--- config.mk ---
export PLATFORM = sky130hd
export DESIGN_NAME = rf_stream_fifo
export DESIGN_NICKNAME = d
export VERILOG_FILES = /design/src/rtl/rf_stream_fifo.sv
export SDC_FILE = /design/constraint.sdc
export NUM_CORES = 1
export LEC_CHECK = 0
export BUFFER_PORTS_ARGS = -buffer_cell sky130_fd_sc_hd__buf_4
export CORE_MARGIN = 2
export CORE_UTILIZATION = 30
export DETAILED_ROUTE_END_ITERATION = 7
export PLACE_DENSITY = 0.61
export SLEW_MARGIN = 25
export SYNTH_ARGS = -nofsm -noshare
export SYNTH_HDL_FRONTEND = slang
export SYNTH_SLANG_ARGS = --single-unit
--- constraint.sdc ---
create_clock -name i_clk -period 5.4 [get_ports i_clk]
set_input_delay 0.27 -clock i_clk [delete_from_list [all_inputs] [get_ports i_clk]]
set_output_delay 0.27 -clock i_clk [all_outputs]
set_load 0.01 [all_outputs]
--- src/rtl/rf_stream_fifo.sv ---
// Streaming FIFO built on an external two-port register file with 1-cycle read latency.
// A 3-entry skid buffer prefetches RF words so the consumer can pop every cycle.
module rf_stream_fifo #(
    parameter int WORDS = 12,
    parameter int DWd   = 32,
    parameter int AWd   = $clog2(WORDS),
    parameter int LWd   = $clog2(WORDS + 4)
) (
    input  logic           i_clk,
    input  logic           i_rstn,
    input  logic           i_valid,
    output logic           o_ready,
    input  logic [DWd-1:0] i_data,
    output logic           o_valid,
    input  logic           i_ready,
    output logic [DWd-1:0] o_data,
    output logic           o_rf_write,
    output logic [AWd-1:0] o_rf_waddr,
    output logic [DWd-1:0] o_rf_wdata,
    output logic           o_rf_re,
    output logic [AWd-1:0] o_rf_raddr,
    input  logic [DWd-1:0] i_rf_rdata,
    output logic [LWd-1:0] o_level,
    output logic           o_empty
);

    localparam int CWd = $clog2(WORDS + 1);
    localparam logic [AWd-1:0] LAST = AWd'(WORDS - 1);

    logic [AWd-1:0] wptr_q, wptr_d, rptr_q, rptr_d;
    logic [CWd-1:0] rf_cnt_q, rf_cnt_d;
    logic           inflight_q;
    logic [1:0]     skid_cnt_q, skid_cnt_d;
    logic [DWd-1:0] skid_q [3];
    logic [DWd-1:0] skid_d [3];
    logic           ready_q, ready_d;
    logic           push, issue, pop;

    assign push  = i_valid & ready_q;
    // Credit check uses registered state only; a same-cycle pop does not free a slot.
    assign issue = (rf_cnt_q != '0) &&
                   (({1'b0, skid_cnt_q} + {2'b00, inflight_q}) < 3'd3);
    assign pop   = (skid_cnt_q != 2'd0) & i_ready;

    assign o_ready    = ready_q;
    assign o_rf_write = push;
    assign o_rf_waddr = wptr_q;
    assign o_rf_wdata = i_data;
    assign o_rf_re    = issue;
    assign o_rf_raddr = rptr_q;
    assign o_valid    = (skid_cnt_q != 2'd0);
    assign o_data     = skid_q[0];
    assign o_level    = LWd'(rf_cnt_q) + LWd'(inflight_q) + LWd'(skid_cnt_q);
    assign o_empty    = (o_level == '0);

    always_comb begin
        wptr_d     = wptr_q;
        rptr_d     = rptr_q;
        skid_d     = skid_q;
        skid_cnt_d = skid_cnt_q;
        if (push) wptr_d = (wptr_q == LAST) ? '0 : wptr_q + AWd'(1);
        if (issue) rptr_d = (rptr_q == LAST) ? '0 : rptr_q + AWd'(1);
        rf_cnt_d = rf_cnt_q + CWd'(push) - CWd'(issue);
        ready_d  = (rf_cnt_d < CWd'(WORDS));

        // Pop first, then the returning RF word lands behind whatever remains.
        if (pop) begin
            skid_d[0]  = skid_q[1];
            skid_d[1]  = skid_q[2];
            skid_cnt_d = skid_cnt_q - 2'd1;
        end
        if (inflight_q) begin
            case (skid_cnt_d)
                2'd0:    skid_d[0] = i_rf_rdata;
                2'd1:    skid_d[1] = i_rf_rdata;
                default: skid_d[2] = i_rf_rdata;
            endcase
            skid_cnt_d = skid_cnt_d + 2'd1;
        end
    end

    always_ff @(posedge i_clk or negedge i_rstn) begin
        if (!i_rstn) begin
            wptr_q     <= '0;
            rptr_q     <= '0;
            rf_cnt_q   <= '0;
            inflight_q <= 1'b0;
            skid_cnt_q <= 2'd0;
            ready_q    <= 1'b0;
            for (int i = 0; i < 3; i++) skid_q[i] <= '0;
        end else begin
            wptr_q     <= wptr_d;
            rptr_q     <= rptr_d;
            rf_cnt_q   <= rf_cnt_d;
            inflight_q <= issue;
            skid_cnt_q <= skid_cnt_d;
            ready_q    <= ready_d;
            for (int i = 0; i < 3; i++) skid_q[i] <= skid_d[i];
        end
    end

endmodule

==> results.txt, run 1 <==
Status: finished clean
First-pass iteration count of the detailed router: 4
Drt wl/cell: 14.3 um
Starting DRT DRC Count: 145
Max-cap violation count: 0
Post-synth top area cell: dfrtp_1
Wirelength, routed: 10800 um
CP Max Fanout: 19
Max IR drop VDD: 0.263 mV
Critical path arrival: 3.21 ns
Fmax: 337 MHz
Synth area leaders: dfrtp_1 50%, mux2i_1 12%, buf_4 9.8%
Area Growth Syn to Fin: 12.1%
Reg area: 2800 um^2
Filler cells: 1797
CP Launch Type: register
Final Hold Vio Count: 0
Placer congestion estimate: 0.733
PostCTS Resize Cnt: 0
Worst EP required: 5.64 ns
Htree depth: 3
Yosys top cell area share: 0.501
Die area: 19800 um^2
Sw power: 1.68 mW
Share of cells above drive strength 1: 0.265
Setup TNS: 0 ns
PwrDens: 707 nW/um^2
Top cells by count, synth: 112 x dfrtp_1, 73 x buf_4, 72 x nand2_1
Met3 routed WL: 619 um
HPWL after DPL: 7320 um
Combinational share of power: 0.488
Syn nets: 596
Worst-Skew Late Latency: 0.35 ns
Buf/Inv on CP: 2
First-pass GRT wire length: 18100 um
Die width: 141 um
Synthesized cell area: 5600 um^2
Leak pwr: 2.87 nW
Synth Area per Inst: 10.9 um^2
Num Clock Sinks: 112
Worst-Margin Slew: 0.790 ns
Synth Flop Type: dfrtp_1
WL met2: 5510 um
Area occupied by multi-input gates: 2140 um^2
CP most frequent cell: ha_1
Clk root buf: clkbuf_16
Worst path cell trace: inv_1 -> ha_1 -> nand2b_1 -> nor2_1 -> a21oi_1 -> ha_1 -> nor3_4 -> buf_4 -> mux2_2
Core Box Area: 18100 um^2
Yosys warns: 0
Flops & latches, synth: 112
Clk pin slew, worst setup/hold paths: 0.07 ns
Slowest CP cell: nor3_4
Clock share of power: 0.159
Most frequent cell after synthesis: dfrtp_1
CP top delay family: simple AND/OR/NAND/NOR gates
Grt ovf: 0
DR vias: 3459
GRT Total Usage: 0.115
Starting Density: 0.309
Pins Over Slew Limit: 0
RSZ-0062 raised after global routing: no
Antenna Cells: 0
Slew HR: 0.474
Clock Skew: 0.00747 ns
# DRC: 0
Largest net degree at the start of global routing: 65
Sequential Power Share: 0.353
CTS tree: yes
CP Capture Type: register
Finished Core Util: 0.346
Hold Buf Count CTS: 1
Hold WC Path Type: input port to register
Internal: 2.75 mW
Port Buf Inserts: 84
Async SR Flop Fraction: 1.00
Site row count: 49
Top sig layer: met4
Synth Instances: 512
Vias in the first global route: 3634
Post-CTS Setup Bufs: 0
IO Count: 149
Tmin final: 2.97 ns
# setup viols final: 0
Sw Ratio: 0.379
Buffer depth of the longest clock path: 2
Number of flops mapped to enable cells by yosys: 0
Final Cycle Share: 0.550
Nets@finish: 608
Chip Height: 141 um
Library cells used by synthesis: 30
Final ANT Viol Nets: 0
DRT met1 WL: 4490 um
CTS Buf Count: 9
Max incr delay on CP: 0.67 ns
Via density: 4.57
Setup CP Type: register to register
Register area share after synthesis: 0.501
Initial antenna violation count: 0
[final cells by class]
cell class              instances  share of cell area
inverters                      18              0.0108
well taps                     229              0.0456
repair buffers                 89               0.107
clock buffers                   9              0.0359
clock inverters                 6              0.0134
flip-flops and latches        112               0.446
multi-input cells             294               0.341
[final timing paths]
| check | start | end | slack (ns) | depth (start not counted) |
|---|---|---|---|---|
| max | skid_cnt_q[1]$_DFF_PN0_ | skid_q[7]$_DFFE_PN0P_ | 2.43 | 9 |
| min reg2reg | skid_q[27]$_DFFE_PN0P_ | skid_q[27]$_DFFE_PN0P_ | 0.49 | 1 |
| min in group asynchronous | i_rstn | o_data[7]$_DFF_PN0_ | 0.48 | 2 |
| max reg2reg | skid_cnt_q[1]$_DFF_PN0_ | skid_q[7]$_DFFE_PN0P_ | 2.43 | 9 |
| max in group asynchronous | i_rstn | skid_q[58]$_DFF_PN0_ | 3.69 | 3 |
| min | i_rf_rdata[22] | o_data[22]$_DFF_PN0_ | 0.13 | 3 |
[cells in the final DEF (no fill, tap or decap), types with 2 or more instances in the layout]
cell type | Yosys | layout
mux2_1 | 2 | 2
nand2_1 | 72 | 72
o21ai_0 | 69 | 69
a21oi_1 | 3 | 3
a21o_1 | 2 | 2
dfrtp_1 | 112 | 112
mux2_2 | 32 | 32
nand3_1 | 2 | 2
mux2i_1 | 65 | 65
inv_1 | 18 | 18
xor2_1 | 4 | 4
ha_1 | 13 | 13
nor2_1 | 7 | 7
nor3_1 | 2 | 2
clkbuf_16 | 0 | 9
bufinv_16 | 0 | 2
fa_1 | 3 | 3
clkinv_2 | 0 | 3
xnor2_1 | 4 | 4
and2_4 | 0 | 2
buf_4 | 73 | 88
a311oi_1 | 2 | 2
[power groups by stage]
stage               clock, mW  sequential (mW)  combinational [mW]
finish                  0.706             1.56                2.17
global route            0.775             1.62                2.44
CTS                     0.733             1.57                2.22
detailed placement          0             1.58                2.21
global placement            0             1.56                2.09
floorplan                   0             1.52                1.71
[tightest hold or removal path: cells and delay by family]
kind,cells,cell delay [ns]
buffers and inverters,1,0.09
AOI/OAI and AO/OA,1,0.06
and+or+nand+nor,1,0.04
[flip-flops by register name, summed over array words and instances (netlist names)]
register / cells
inflight_q: 1
o_data: 32
o_ready: 1
o_rf_raddr: 4
o_rf_waddr: 4
rf_cnt_q: 4
skid_cnt_q: 2
skid_q: 64
[per-stage QoR]
step	instances	setup WS (ns)	total power, mW	cell area (um^2)	hold slack (ns)
after detailed placement	741	2.37	3.80	5960	0.345
after global placement	741	2.56	3.66	5960	0.328
after global routing	757	2.18	4.84	6280	0.122
after floorplan	512	2.90	3.22	5600	-0.0256
final	757	2.43	4.44	6280	0.134
after CTS	757	2.35	4.53	6270	0.116
[logic make-up after synthesis]
kind of cell | count (synthesis) | synth area share
AOI/OAI and AO/OA | 79 | 0.0746
adders and majority gates | 16 | 0.0398
and+or+nand+nor | 92 | 0.0675
xor gates and xnor gates | 8 | 0.0125
buffers and inverters | 106 | 0.120
DFF | 112 | 0.501
muxes | 99 | 0.185
[layer usage]
metal  vias to the layer above  GRT usage
met3                        23     0.0408
met5                         -          0
met2                        68      0.199
met1                      1692      0.131
li1                       1676          -
met4                         0     0.0400
(Power assumes the default switching activity.)
==> run 2, diff against run 1 <==
clock period = 2.97 ns   (was 5.4 ns; I/O delays follow)
==> results.txt, run 2 (synthesis results as in run 1) <==
Status: finished clean
Critical path origin: inflight_q$_DFF_PN0_
Sequential Power Share: 0.351 (-0.002)
Filler cells: 1776 (-1.2%)
Clock Skew: 0.00733 ns (-0.000142 ns)
Fmax: 376 MHz (+12%)
Slew HR: 0.560 (+0.0862)
Final Hold Vio Count: 0 (unchanged)
Critical path arrival: 2.93 ns (-0.28 ns)
CTS tree: yes
Worst-Skew Late Latency: 0.35 ns (about the same)
Sw power: 3.12 mW (+85%)
Max reg flops: 64 (unchanged)
Drt wl/cell: 14.5 um (+1.8%)
Via density: 4.56 (-0.26%)
Area Growth Syn to Fin: 13.4%
Slowest CP cell: dfrtp_1
# setup viols final: 0 (unchanged)
Tmin final: 2.66 ns (-0.313 ns)
IO Count: 149 (unchanged)
First-pass iteration count of the detailed router: 4 (unchanged)
Share of cells above drive strength 1: 0.269 (+0.00401)
Leak pwr: 2.90 nW (+1.2%)
Commonest non-fill, non-tap cell in the layout: dfrtp_1
Chip Height: 141 um (unchanged)
Most frequent cells in the layout: 112 x dfrtp_1, 90 x buf_4, 72 x nand2_1, 69 x o21ai_0, 65 x mux2i_1
Port Buf Inserts: 84 (unchanged)
DP Area: 6010 um^2 (+0.92%)
RSZ-0062 raised after global routing: no
Biggest register: skid_q
Core Box Area: 18100 um^2 (unchanged)
HPWL after DPL: 7530 um (+3.0%)
CP Capture Type: register
Max incr delay on CP: 0.43 ns (-0.24 ns)
Final Cycle Share: 0.895 (+0.345)
Starting DRT DRC Count: 184 (+27%)
Site row count: 49 (unchanged)
Max-cap violation count: 0 (unchanged)
Antenna Cells: 0 (unchanged)
PostCTS Resize Cnt: 0 (unchanged)
Setup TNS: 0 ns (unchanged)
CP Launch Type: register
GRT Total Usage: 0.120 (+0.00525)
PwrDens: 1280 nW/um^2 (+81%)
Vias in the first global route: 3880 (+6.8%)
Die width: 141 um (unchanged)
Clk root buf: clkbuf_16
Clk pin slew, worst setup/hold paths: 0.07 ns (about the same)
RR Startpoint: inflight_q$_DFF_PN0_
Htree depth: 3 (unchanged)
Final ANT Viol Nets: 0 (unchanged)
Clock share of power: 0.153 (-0.006)
Wirelength, routed: 11100 um (+2.8%)
Pins Over Slew Limit: 0 (unchanged)
First-pass GRT wire length: 18900 um (+4.4%)
Fin area: 6350 um^2 (+1.2%)
Setup CP Type: register to register
Buffer depth of the longest clock path: 2 (unchanged)
Sw Ratio: 0.383 (+0.00383)
Hold WC Path Type: input port to register
Worst path cell trace: ha_1 -> ha_1 -> a221o_1 -> inv_1 -> ha_1 -> inv_1 -> ha_1 -> fa_1 -> inv_1 -> nor3_1 -> a31oi_1
CP Max Fanout: 6 (-13)
Internal: 5.02 mW (+82%)
CP top delay family: adder cells
Combinational share of power: 0.496 (+0.008)
Num Clock Sinks: 112 (unchanged)
CTS Buf Count: 9 (unchanged)
Grt ovf: 0 (unchanged)
Nets@finish: 614 (+0.99%)
Initial antenna violation count: 0 (unchanged)
Worst-Margin Slew: 0.660 ns (-0.129 ns)
Placer congestion estimate: 0.746 (+1.8%)
Largest net degree at the start of global routing: 64 (-1.5%)
CP most frequent cell: ha_1
Buf/Inv on CP: 3 (+1)
DR vias: 3482 (+0.66%)
Min-delay src: i_rf_rdata[6]
Worst EP required: 3.24 ns (-2.40 ns)
Starting Density: 0.309 (unchanged)
Die area: 19800 um^2 (unchanged)
Max IR drop VDD: 0.396 mV (+51%)
# DRC: 0 (unchanged)
run 2: cell count changes in the layout (fill, tap and decap cells not counted), sizes merged:
cell | previous run | this run
inv | 19 | 18
dlygate4sd3 | 1 | 3
clkbuf | 9 | 12
buf | 88 | 92
bufinv | 2 | 1
run 2: power groups by stage:
stage	logic, mW	clock network, mW	registers (mW)
floorplan	3.10	0	2.76
global placement	3.93	0	2.83
detailed placement	4.11	0	2.88
CTS	4.13	1.30	2.86
global route	4.54	1.36	2.96
finish	4.04	1.24	2.85
run 2: per-layer routing:
metal  global-route usage  part of all wire  vias to the layer above
li1                     -                 -                     1700
met1                0.140              0.44                     1705
met2                0.209              0.50                       55
met3               0.0255             0.038                       22
met4               0.0595             0.022                        0
met5                    0                 0                        -
run 2: final timing paths:
kind | to | slack (ns) | cells past startpoint
min in group asynchronous | o_data[7]$_DFF_PN0_ | 0.36 | 2
hold reg to reg | skid_q[27]$_DFFE_PN0P_ | 0.50 | 1
hold / removal | skid_q[38]$_DFF_PN0_ | 0.02 | 3
setup / recovery | o_ready$_DFF_PN0_ | 0.31 | 11
max in group asynchronous | o_data[26]$_DFF_PN0_ | 1.85 | 3
setup reg to reg | o_ready$_DFF_PN0_ | 0.31 | 11
run 2: layout make-up:
class	count	area, um^2	area share
Clock buffer	12	256	0.0404
Clock inverter	4	52.6	0.00828
Inverter	18	67.6	0.0106
Multi-Input combinational cell	294	2140	0.337
Sequential cell	112	2800	0.441
Tap cell	229	287	0.0451
Timing Repair Buffer	95	746	0.117
run 2: per-stage QoR:
step / power [mW] / cells / util / setup WS, ns / hold slack [ns]
after floorplan: 5.86 / 512 / - / 0.467 / -0.147
final: 8.13 / 764 / 0.350 / 0.311 / 0.0165
after global placement: 6.76 / 745 / 0.331 / 0.424 / 0.209
after CTS: 8.28 / 764 / 0.350 / 0.303 / 0.000948
after detailed placement: 6.99 / 745 / 0.331 / 0.324 / 0.227
after global routing: 8.86 / 764 / 0.350 / 0.115 / 0.0146
run 2: what timing repair did:
item	CTS	global route
buffers inserted	0	0
hold buffers	3	0
setup endpoints to repair	0	0
hold endpoints to repair	51	0
run 2: tightest hold or removal path, cell delays in order:
cell and delay (ns):
buf_4 0.09, nand2_1 0.04, o21ai_0 0.06
